**src/rtl/matrix_engine_pkg.sv**
```systemverilog
// Shared definitions for the matrix engine operand path: geometry, register map, FSM encoding.
package matrix_engine_pkg;

    localparam int unsigned CTRL_IDX_DEF   = 8;
    localparam int unsigned STATUS_OFFSET  = 1;
    localparam int unsigned A_BASE_IDX     = 0;

    localparam int unsigned CTRL_START_BIT = 0;
    localparam int unsigned CTRL_CLEAR_BIT = 1;

    localparam int unsigned STAT_BUSY_BIT  = 0;
    localparam int unsigned STAT_DONE_BIT  = 1;
    localparam int unsigned STAT_ERR_BIT   = 2;
    localparam int unsigned STAT_WIDTH     = 3;

    typedef enum logic [1:0] {
        ST_IDLE  = 2'd0,
        ST_ISSUE = 2'd1,
        ST_WAIT  = 2'd2
    } mol_state_e;

    // One matrix row per APB word.
    function automatic int unsigned max_dim(input int unsigned bus_w, input int unsigned data_w);
        return bus_w / data_w;
    endfunction

    function automatic int unsigned b_base_idx(input int unsigned dim);
        return A_BASE_IDX + dim;
    endfunction

endpackage

```
**src/rtl/mol_apb_regif.sv**
```systemverilog
// APB register interface of the operand loader: address decode, read data, error response,
// and the A/B operand register array.
module mol_apb_regif
    import matrix_engine_pkg::*;
#(
    parameter int unsigned DATA_WIDTH = 16,
    parameter int unsigned BUS_WIDTH  = 32,
    parameter int unsigned ADDR_WIDTH = 5,
    parameter int unsigned CTRL_IDX   = CTRL_IDX_DEF,
    localparam int unsigned MAX_DIM   = max_dim(BUS_WIDTH, DATA_WIDTH)
) (
    input  logic                         clk,
    input  logic                         reset,
    input  logic                         psel,
    input  logic                         penable,
    input  logic                         pwrite,
    input  logic [ADDR_WIDTH-1:0]        paddr,
    input  logic [BUS_WIDTH-1:0]         pwdata,
    output logic [BUS_WIDTH-1:0]         prdata,
    output logic                         pready,
    output logic                         pslverr,
    input  logic                         busy,
    input  logic [STAT_WIDTH-1:0]        status,
    output logic                         start_c,
    output logic                         done_clr_c,
    output logic                         err_clr_c,
    output logic [MAX_DIM*BUS_WIDTH-1:0] op_a_flat,
    output logic [MAX_DIM*BUS_WIDTH-1:0] op_b_flat
);

    localparam int unsigned ROWS     = 2 * MAX_DIM;
    localparam int unsigned ROW_AW   = (ROWS > 1) ? $clog2(ROWS) : 1;
    localparam int unsigned STAT_IDX = CTRL_IDX + STATUS_OFFSET;
    localparam int unsigned B_BASE   = b_base_idx(MAX_DIM);

    logic [BUS_WIDTH-1:0] rows [ROWS];
    logic                 setup;
    logic                 access;
    logic [31:0]          word;
    logic                 is_op;
    logic                 is_ctrl;
    logic                 is_stat;
    logic                 mapped;
    logic [ROW_AW-1:0]    row_sel;
    logic                 op_wr;
    logic                 clr_wr;
    logic                 status_rd;
    logic [BUS_WIDTH-1:0] rd_mux;
    logic                 unused_addr_bits;

    assign unused_addr_bits = ^paddr[1:0];

    // Decode of the current APB phase; commits happen on the access-cycle edge.
    always_comb begin
        setup     = psel & ~penable;
        access    = psel & penable;
        word      = 32'(paddr[ADDR_WIDTH-1:2]);
        is_op     = (word < ROWS);
        is_ctrl   = (word == CTRL_IDX);
        is_stat   = (word == STAT_IDX);
        mapped    = is_op | is_ctrl | is_stat;
        row_sel   = ROW_AW'(word);
        op_wr     = access & pwrite & is_op & ~busy;
        clr_wr    = access & pwrite & is_ctrl & pwdata[CTRL_CLEAR_BIT] & ~busy;
        start_c   = access & pwrite & is_ctrl & pwdata[CTRL_START_BIT];
        status_rd = access & ~pwrite & is_stat;
        // Only flags the CPU actually saw are cleared, so a flag set during the read survives.
        done_clr_c = status_rd & prdata[STAT_DONE_BIT];
        err_clr_c  = status_rd & prdata[STAT_ERR_BIT];
        rd_mux    = '0;
        if (is_op) begin
            rd_mux = rows[row_sel];
        end else if (is_stat) begin
            rd_mux = BUS_WIDTH'(status);
        end
    end

    assign pready = access;

`ifdef MOL_PSLVERR_EN
    assign pslverr = access & (~mapped
                               | (pwrite & is_stat)
                               | (~pwrite & is_ctrl)
                               | (pwrite & is_op & busy)
                               | (start_c & busy));
`else
    assign pslverr = 1'b0;
`endif

    // Operand rows; clear takes priority and both are locked out while busy.
    always_ff @(posedge clk) begin
        if (reset || clr_wr) begin
            for (int i = 0; i < int'(ROWS); i++) begin
                rows[i] <= '0;
            end
        end else if (op_wr) begin
            rows[row_sel] <= pwdata;
        end
    end

    // Read data is captured in the setup cycle for zero-wait-state return.
    always_ff @(posedge clk) begin
        if (reset) begin
            prdata <= '0;
        end else if (setup && !pwrite) begin
            prdata <= rd_mux;
        end
    end

    for (genvar r = 0; r < int'(MAX_DIM); r++) begin : g_flat
        assign op_a_flat[r*BUS_WIDTH +: BUS_WIDTH] = rows[A_BASE_IDX + r];
        assign op_b_flat[r*BUS_WIDTH +: BUS_WIDTH] = rows[B_BASE + r];
    end

endmodule

```
**src/rtl/matrix_operand_loader.sv**
```systemverilog
// Operand front end of the matrix engine: APB-loaded A/B rows issued to the array on start.
// Optional APB error responses are enabled with MOL_PSLVERR_EN.
module matrix_operand_loader
    import matrix_engine_pkg::*;
#(
    parameter int unsigned DATA_WIDTH = 16,
    parameter int unsigned BUS_WIDTH  = 32,
    parameter int unsigned ADDR_WIDTH = 5,
    parameter int unsigned CTRL_IDX   = CTRL_IDX_DEF,
    localparam int unsigned MAX_DIM   = max_dim(BUS_WIDTH, DATA_WIDTH)
) (
    input  logic                         clk,
    input  logic                         reset,
    input  logic                         psel,
    input  logic                         penable,
    input  logic                         pwrite,
    input  logic [ADDR_WIDTH-1:0]        paddr,
    input  logic [BUS_WIDTH-1:0]         pwdata,
    output logic [BUS_WIDTH-1:0]         prdata,
    output logic                         pready,
    output logic                         pslverr,
    output logic [MAX_DIM*BUS_WIDTH-1:0] op_a_flat,
    output logic [MAX_DIM*BUS_WIDTH-1:0] op_b_flat,
    output logic                         op_valid,
    input  logic                         op_ready,
    input  logic                         engine_done,
    output logic                         busy,
    output logic                         irq
);

    mol_state_e            state;
    mol_state_e            state_next;
    logic                  start_c;
    logic                  done_clr_c;
    logic                  err_clr_c;
    logic                  start_ok;
    logic                  start_busy;
    logic                  finish;
    logic                  done;
    logic                  err;
    logic [STAT_WIDTH-1:0] status;

    always_comb begin
        status                = '0;
        status[STAT_BUSY_BIT] = busy;
        status[STAT_DONE_BIT] = done;
        status[STAT_ERR_BIT]  = err;
    end

    mol_apb_regif #(
        .DATA_WIDTH (DATA_WIDTH),
        .BUS_WIDTH  (BUS_WIDTH),
        .ADDR_WIDTH (ADDR_WIDTH),
        .CTRL_IDX   (CTRL_IDX)
    ) u_regif (
        .clk        (clk),
        .reset      (reset),
        .psel       (psel),
        .penable    (penable),
        .pwrite     (pwrite),
        .paddr      (paddr),
        .pwdata     (pwdata),
        .prdata     (prdata),
        .pready     (pready),
        .pslverr    (pslverr),
        .busy       (busy),
        .status     (status),
        .start_c    (start_c),
        .done_clr_c (done_clr_c),
        .err_clr_c  (err_clr_c),
        .op_a_flat  (op_a_flat),
        .op_b_flat  (op_b_flat)
    );

    always_ff @(posedge clk) begin
        if (reset) begin
            state <= ST_IDLE;
        end else begin
            state <= state_next;
        end
    end

    // Next state plus the single-cycle events that drive the flags.
    always_comb begin
        state_next = state;
        start_ok   = 1'b0;
        start_busy = 1'b0;
        finish     = 1'b0;
        case (state)
            ST_IDLE: begin
                if (start_c) begin
                    start_ok   = 1'b1;
                    state_next = ST_ISSUE;
                end
            end
            ST_ISSUE: begin
                start_busy = start_c;
                if (op_ready) begin
                    state_next = ST_WAIT;
                end
            end
            ST_WAIT: begin
                start_busy = start_c;
                if (engine_done) begin
                    finish     = 1'b1;
                    state_next = ST_IDLE;
                end
            end
            default: begin
                state_next = ST_IDLE;
            end
        endcase
    end

    // Handshake and status outputs, registered from the next state.
    always_ff @(posedge clk) begin
        if (reset) begin
            op_valid <= 1'b0;
            busy     <= 1'b0;
            irq      <= 1'b0;
            done     <= 1'b0;
            err      <= 1'b0;
        end else begin
            op_valid <= (state_next == ST_ISSUE);
            busy     <= (state_next != ST_IDLE);
            irq      <= finish;
            done     <= finish | (done & ~start_ok & ~done_clr_c);
            err      <= start_busy | (err & ~err_clr_c);
        end
    end

endmodule

```
**config.mk**
```make
export PLATFORM = sky130hd
export DESIGN_NAME = matrix_operand_loader
export DESIGN_NICKNAME = d
export VERILOG_FILES = /design/src/rtl/matrix_engine_pkg.sv /design/src/rtl/mol_apb_regif.sv /design/src/rtl/matrix_operand_loader.sv
export SDC_FILE = /design/constraint.sdc
export NUM_CORES = 1
export LEC_CHECK = 0
export CORE_ASPECT_RATIO = 1.75
export CORE_MARGIN = 4
export CORE_UTILIZATION = 40
export CTS_CLUSTER_DIAMETER = 100
export DETAILED_ROUTE_END_ITERATION = 16
export GPL_ROUTABILITY_DRIVEN = 0
export PLACE_DENSITY = 0.73
export SYNTH_ARGS = -nofsm -noshare
export SYNTH_HDL_FRONTEND = slang
export SYNTH_SLANG_ARGS = --single-unit
export TNS_END_PERCENT = 50
```
**constraint.sdc**
```tcl
create_clock -name clk -period 3.7 [get_ports clk]
set_input_delay 0.74 -clock clk [delete_from_list [all_inputs] [get_ports clk]]
set_output_delay 0.74 -clock clk [all_outputs]
set_load 0.02 [all_outputs]
```
==> After elaboration in Yosys (flattened, before gate mapping) <==
Memory sizes are Yosys's and may differ from the RTL's.
Cells that the tools add are included.
{ "word_totals": {"register_bits": 37, "ram_bits": 128, "in_bits": 44, "output_inout_bits": 165, "wordCells": 37, "n_memories": 1} }
{ "op_classes": {"magnitude_cmp": 1, "eq_ne": 3, "muxes": 13, "bitwise_logic": 8, "n_reduce_logical": 6} }
{ "memory_table": {"columns": ["memory", "depth", "word_bits", "read_ports", "rd_ports_with_merged_regs", "write_ports", "line", "rtl"], "rows": [
  ["u_regif.rows", 4, 32, 5, 0, 4, "mol_apb_regif.sv:36", "logic [BUS_WIDTH-1:0] rows [ROWS];"]
]} }
{ "ops": {"columns": ["op", "n"], "rows": [
  ["$mux W32", 2],
  ["$reduce_or A32 Y1", 1],
  ["$mux W1", 7],
  ["$mux W2", 3],
  ["$pmux W2 S3", 1],
  ["$and A1 B1 Y1", 5],
  ["$eq A2 B1 Y1 const B", 2],
  ["$lt A3 B3 Y1 const B", 1],
  ["$not A1 Y1", 3],
  ["$eq A2 B2 Y1 const B", 1],
  ["$logic_not A2 Y1", 1],
  ["$reduce_bool A2 Y1", 1],
  ["$reduce_or A2 Y1", 1],
  ["$logic_and A1 B1 Y1", 1],
  ["$logic_not A1 Y1", 1]
]} }

==> Logic depth before layout (Yosys ltp) <==
{ "logic_depth": {"depth_word": 9, "mapped_depth": 5} }

==> Modules after synthesis <==
From an unflattened synthesis, not the netlist that was laid out.
{ "unflattened": {"hier_cells": 433, "hier_area_um2": 6964.2} }
{ "by_module_without_submodules": {"columns": ["module", "n_inst", "cells_per_inst", "area_per_inst_um2"], "rows": [
  ["mol_apb_regif", 1, 401, 6633.9],
  ["matrix_operand_loader", 1, 32, 330.3]
]} }

==> Worst setup path before layout <==
OpenSTA, ideal clock, no wires.
{ "synth_timing": {"kind": "input to register", "start": "input paddr[3]", "end": "memory u_regif.rows[3][0], enable pin", "setup_ns": 0.377, "t_arrival_ns": 1.839, "required_time_ns": 3.323, "slack_ns": 1.485, "stages": 3, "path_cell_list": "buf_2 > buf_1 > a31o_2"} }
{ "synth_rtl": {"columns": ["item", "line", "rtl"], "rows": [
  ["from (decl)", "matrix_operand_loader.sv:17", "input logic [ADDR_WIDTH-1:0] paddr,"],
  ["to (decl)", "mol_apb_regif.sv:36", null]
]} }

==> Worst setup path in the final report <==
{ "layout_timing": {"start": "input penable", "end": "output pready"} }
{ "layout_via": {"elab_chain_len": 1} }
{ "layout_lines": {"columns": ["item", "line", "rtl"], "rows": [
  ["from (decl)", "matrix_operand_loader.sv:15", "input logic penable,"],
  ["$and A1 B1 Y1", "mol_apb_regif.sv:56", "access = psel & penable;"],
  ["to (decl)", "matrix_operand_loader.sv:20", "output logic pready,"]
]} }
Every way passes these cells.

==> flow_metrics.env <==
export IMPL_remaining_drc_errors=0
export IMPL_antennaDiodeCount=0
export IMPL_crit_fanout=4
export IMPL_via_count=4401
export IMPL_postSynth_asyncResetShare_pct=0
export IMPL_total_power_mw=4.32
export IMPL_detail_route_first_pass_iterations=4
export IMPL_routed_wire_length_per_instance_um=23.3
export IMPL_clock_tree_from_tritoncts="built"
export IMPL_report_final_setup_viol=0
export IMPL_synth_top_area_cell="sky130_fd_sc_hd__edfxtp_1"
export IMPL_die_height_um=180
export IMPL_netlist_area_um2=6760
export IMPL_postSynthAreaPerCell_um2=16.5
export IMPL_clock_sinks=165
export IMPL_dr_wl_met2_um=11700
export IMPL_ys_dominant_reg_cell="sky130_fd_sc_hd__edfxtp_1"
export IMPL_clkSlewWorstSetupHoldPaths_ns=0.06
export IMPL_number_of_antenna_violations_at_the_first_check_in_global_routing=0
export IMPL_post_synth_top_count_cell="sky130_fd_sc_hd__and2_1"
export IMPL_grt_usage_pct=21.3
export IMPL_pre_cts_slack_ns=0.819
export IMPL_post_route_worst_setup_slack_ns=0.818
export IMPL_clk_insertion_delay_late_ns=0.42
export IMPL_worstSetupStartpointType="input pin"
export IMPL_totalNegativeSetupSlack_ns=0
export IMPL_first_iter_violations=165
export IMPL_synth_edff_count=128
export IMPL_final_layout_size_suffix_gt1_share_pct=14.5
export IMPL_max_clock_path_buffers=2
export IMPL_worst_setup_path_end_kind="output port"
export IMPL_max_slew_margin_rel_pct=56.6
export IMPL_m1WireLength_um=6750
export IMPL_worst_pin_slew_ns=0.649
export IMPL_final_antenna_net_count=0
export IMPL_worst_ep_arrival_time_ns=2.14
export IMPL_maxUsedRoutingLayer="met4"
export IMPL_nets=666
export IMPL_peakVddDrop_mv=0.282
export IMPL_dr_wl_met3_um=806
export IMPL_synth_largest_type_area_fraction_pct=56.8
export IMPL_num_rows=62
export IMPL_worst_clock_skew_ns=0.0159
export IMPL_rsz0062_at_grt="false"
export IMPL_achievable_clock_frequency_mhz=347
export IMPL_die_width_um=106
export IMPL_synth_area_leaders="sky130_fd_sc_hd__edfxtp_1 (57%), sky130_fd_sc_hd__and2_1 (12%), sky130_fd_sc_hd__dfxtp_1 (11%), sky130_fd_sc_hd__mux4_2 (11%), sky130_fd_sc_hd__a22o_1 (4.1%)"
export IMPL_port_buffers=205
export IMPL_number_of_global_route_vias_before_repair=4964
export IMPL_grt_start_max_net_pins=33
export IMPL_maxcap_violations=0
export IMPL_synth_yosys_seq_area_share_pct=67.8
export IMPL_boundaryPins=209
export IMPL_synthesis_instances=411
export IMPL_cts_inserted_buffers=17
export IMPL_crit_required_ns=2.96
export IMPL_vias_per_cell=5.12
export IMPL_status="complete, no violations"
export IMPL_fp_dieArea_um2=19100
export IMPL_power_density_nw_per_um2=444
export IMPL_syn_nets=455
export IMPL_synth_lib_cells_used_distinct=26
export IMPL_min_path_type="register to register"
export IMPL_yosys_top_cells_count="sky130_fd_sc_hd__and2_1 (129), sky130_fd_sc_hd__edfxtp_1 (128), sky130_fd_sc_hd__dfxtp_1 (37)"
export IMPL_ys_ff_latch=165
export IMPL_global_route_wire_length_before_repair_um=30100
export IMPL_cts_hold_buffers_added=0
export IMPL_detail_route_wirelength_um=20000
export IMPL_hold_worst_slack_ns=0.479
export IMPL_final_max_slew_violation_count=0
export IMPL_ctsRootBufferMaster="sky130_fd_sc_hd__clkbuf_16"
export IMPL_final_cycle_share_pct=77.9
export IMPL_areaGrowthSynthToFinish_pct=43.7
export IMPL_cts_repair_resize_count=0
export IMPL_finalHoldViolations=0
export IMPL_cts_max_level=4
export IMPL_timing_setup_critical_path_class="input pin to output port"
export IMPL_grt_overflow_total=0
export IMPL_yosys_warnings=0
export IMPL_floorplan_core_area_um2=16500
export IMPL_initial_core_util_pct=40.9
export IMPL_dp_hpwl_um=13400
export IMPL_cts_post_setup_buffers_inserted=0
export IMPL_leakage_power_nw=3.52
export IMPL_min_period_ns=2.88
==> worst max-delay path, cell delays in order <==
cell and delay [ns]:
sky130_fd_sc_hd__clkdlybuf4s50_1 0.63, sky130_fd_sc_hd__and2_1 0.18, sky130_fd_sc_hd__clkdlybuf4s50_1 0.60
==> flip-flops by register name, summed over array words and instances, names as in the netlist <==
register,count
u_regif.rows,128
irq,1
u_regif.prdata,32
state,2
busy,1
op_valid,1
==> through the flow <==
step | util (%) | instances | instance area [µm²]
floorplan | - | 411 | 6760
global placement | 55.2 | 827 | 9130
detailed placement | 55.2 | 827 | 9130
CTS | 58.8 | 859 | 9720
global route | 58.8 | 859 | 9720
finish | 58.8 | 859 | 9720
==> cell usage in the layout (no fill, tap or decap), types with 3 or more instances in the layout <==
cell | netlist | routed
sky130_fd_sc_hd__and2_1 | 129 | 129
sky130_fd_sc_hd__clkbuf_16 | 0 | 17
sky130_fd_sc_hd__buf_12 | 0 | 4
sky130_fd_sc_hd__nand2b_1 | 4 | 4
sky130_fd_sc_hd__clkinvlp_4 | 0 | 3
sky130_fd_sc_hd__or2_2 | 3 | 3
sky130_fd_sc_hd__inv_6 | 0 | 4
sky130_fd_sc_hd__dfxtp_1 | 37 | 37
sky130_fd_sc_hd__mux4_2 | 32 | 32
sky130_fd_sc_hd__edfxtp_1 | 128 | 128
sky130_fd_sc_hd__a22o_1 | 32 | 32
sky130_fd_sc_hd__clkdlybuf4s50_1 | 0 | 203
sky130_fd_sc_hd__nor4_4 | 2 | 3
sky130_fd_sc_hd__buf_4 | 4 | 11
sky130_fd_sc_hd__inv_8 | 0 | 3
==> per-layer routing <==
metal  GRT usage (%)  vias to the layer above
met5               0                        -
li1                -                     1964
met3            4.16                       34
met4            9.96                        0
met1            21.1                     2244
met2            41.2                      159
==> worst paths after layout <==
check,startpoint,to,slack [ns],depth (start not counted)
max,penable,pready,0.82,3
max reg2reg,busy,u_regif.rows[2][15],1.95,3
min reg2reg,u_regif.prdata[7],u_regif.prdata[7],0.48,1
min,u_regif.prdata[7],u_regif.prdata[7],0.48,1
==> power by group <==
group          switching (mW)  internal, mW  total, mW
sequential             0.0387          2.05       2.09
clock                   0.767          1.02       1.78
combinational           0.225         0.213      0.438
total                    1.03          3.29       4.32
==> layout make-up <==
type	instances	area, µm²
clock buffers	18	429
clock inverters	14	165
fillers	1290	6800
multi-input cells	218	2060
flip-flops and latches	165	4580
well taps	224	280
repair buffers	220	2200
==> logic make-up after synthesis <==
| family | count (synthesis) | share of synthesized area (%) |
|---|---|---|
| other cells | 1 | 0.0555 |
| flops | 165 | 67.8 |
| buf+inv | 28 | 2.04 |
| simple gates | 149 | 14.9 |
| mux | 32 | 10.7 |
| compound gates | 36 | 4.57 |
(Power assumes the default switching activity.)
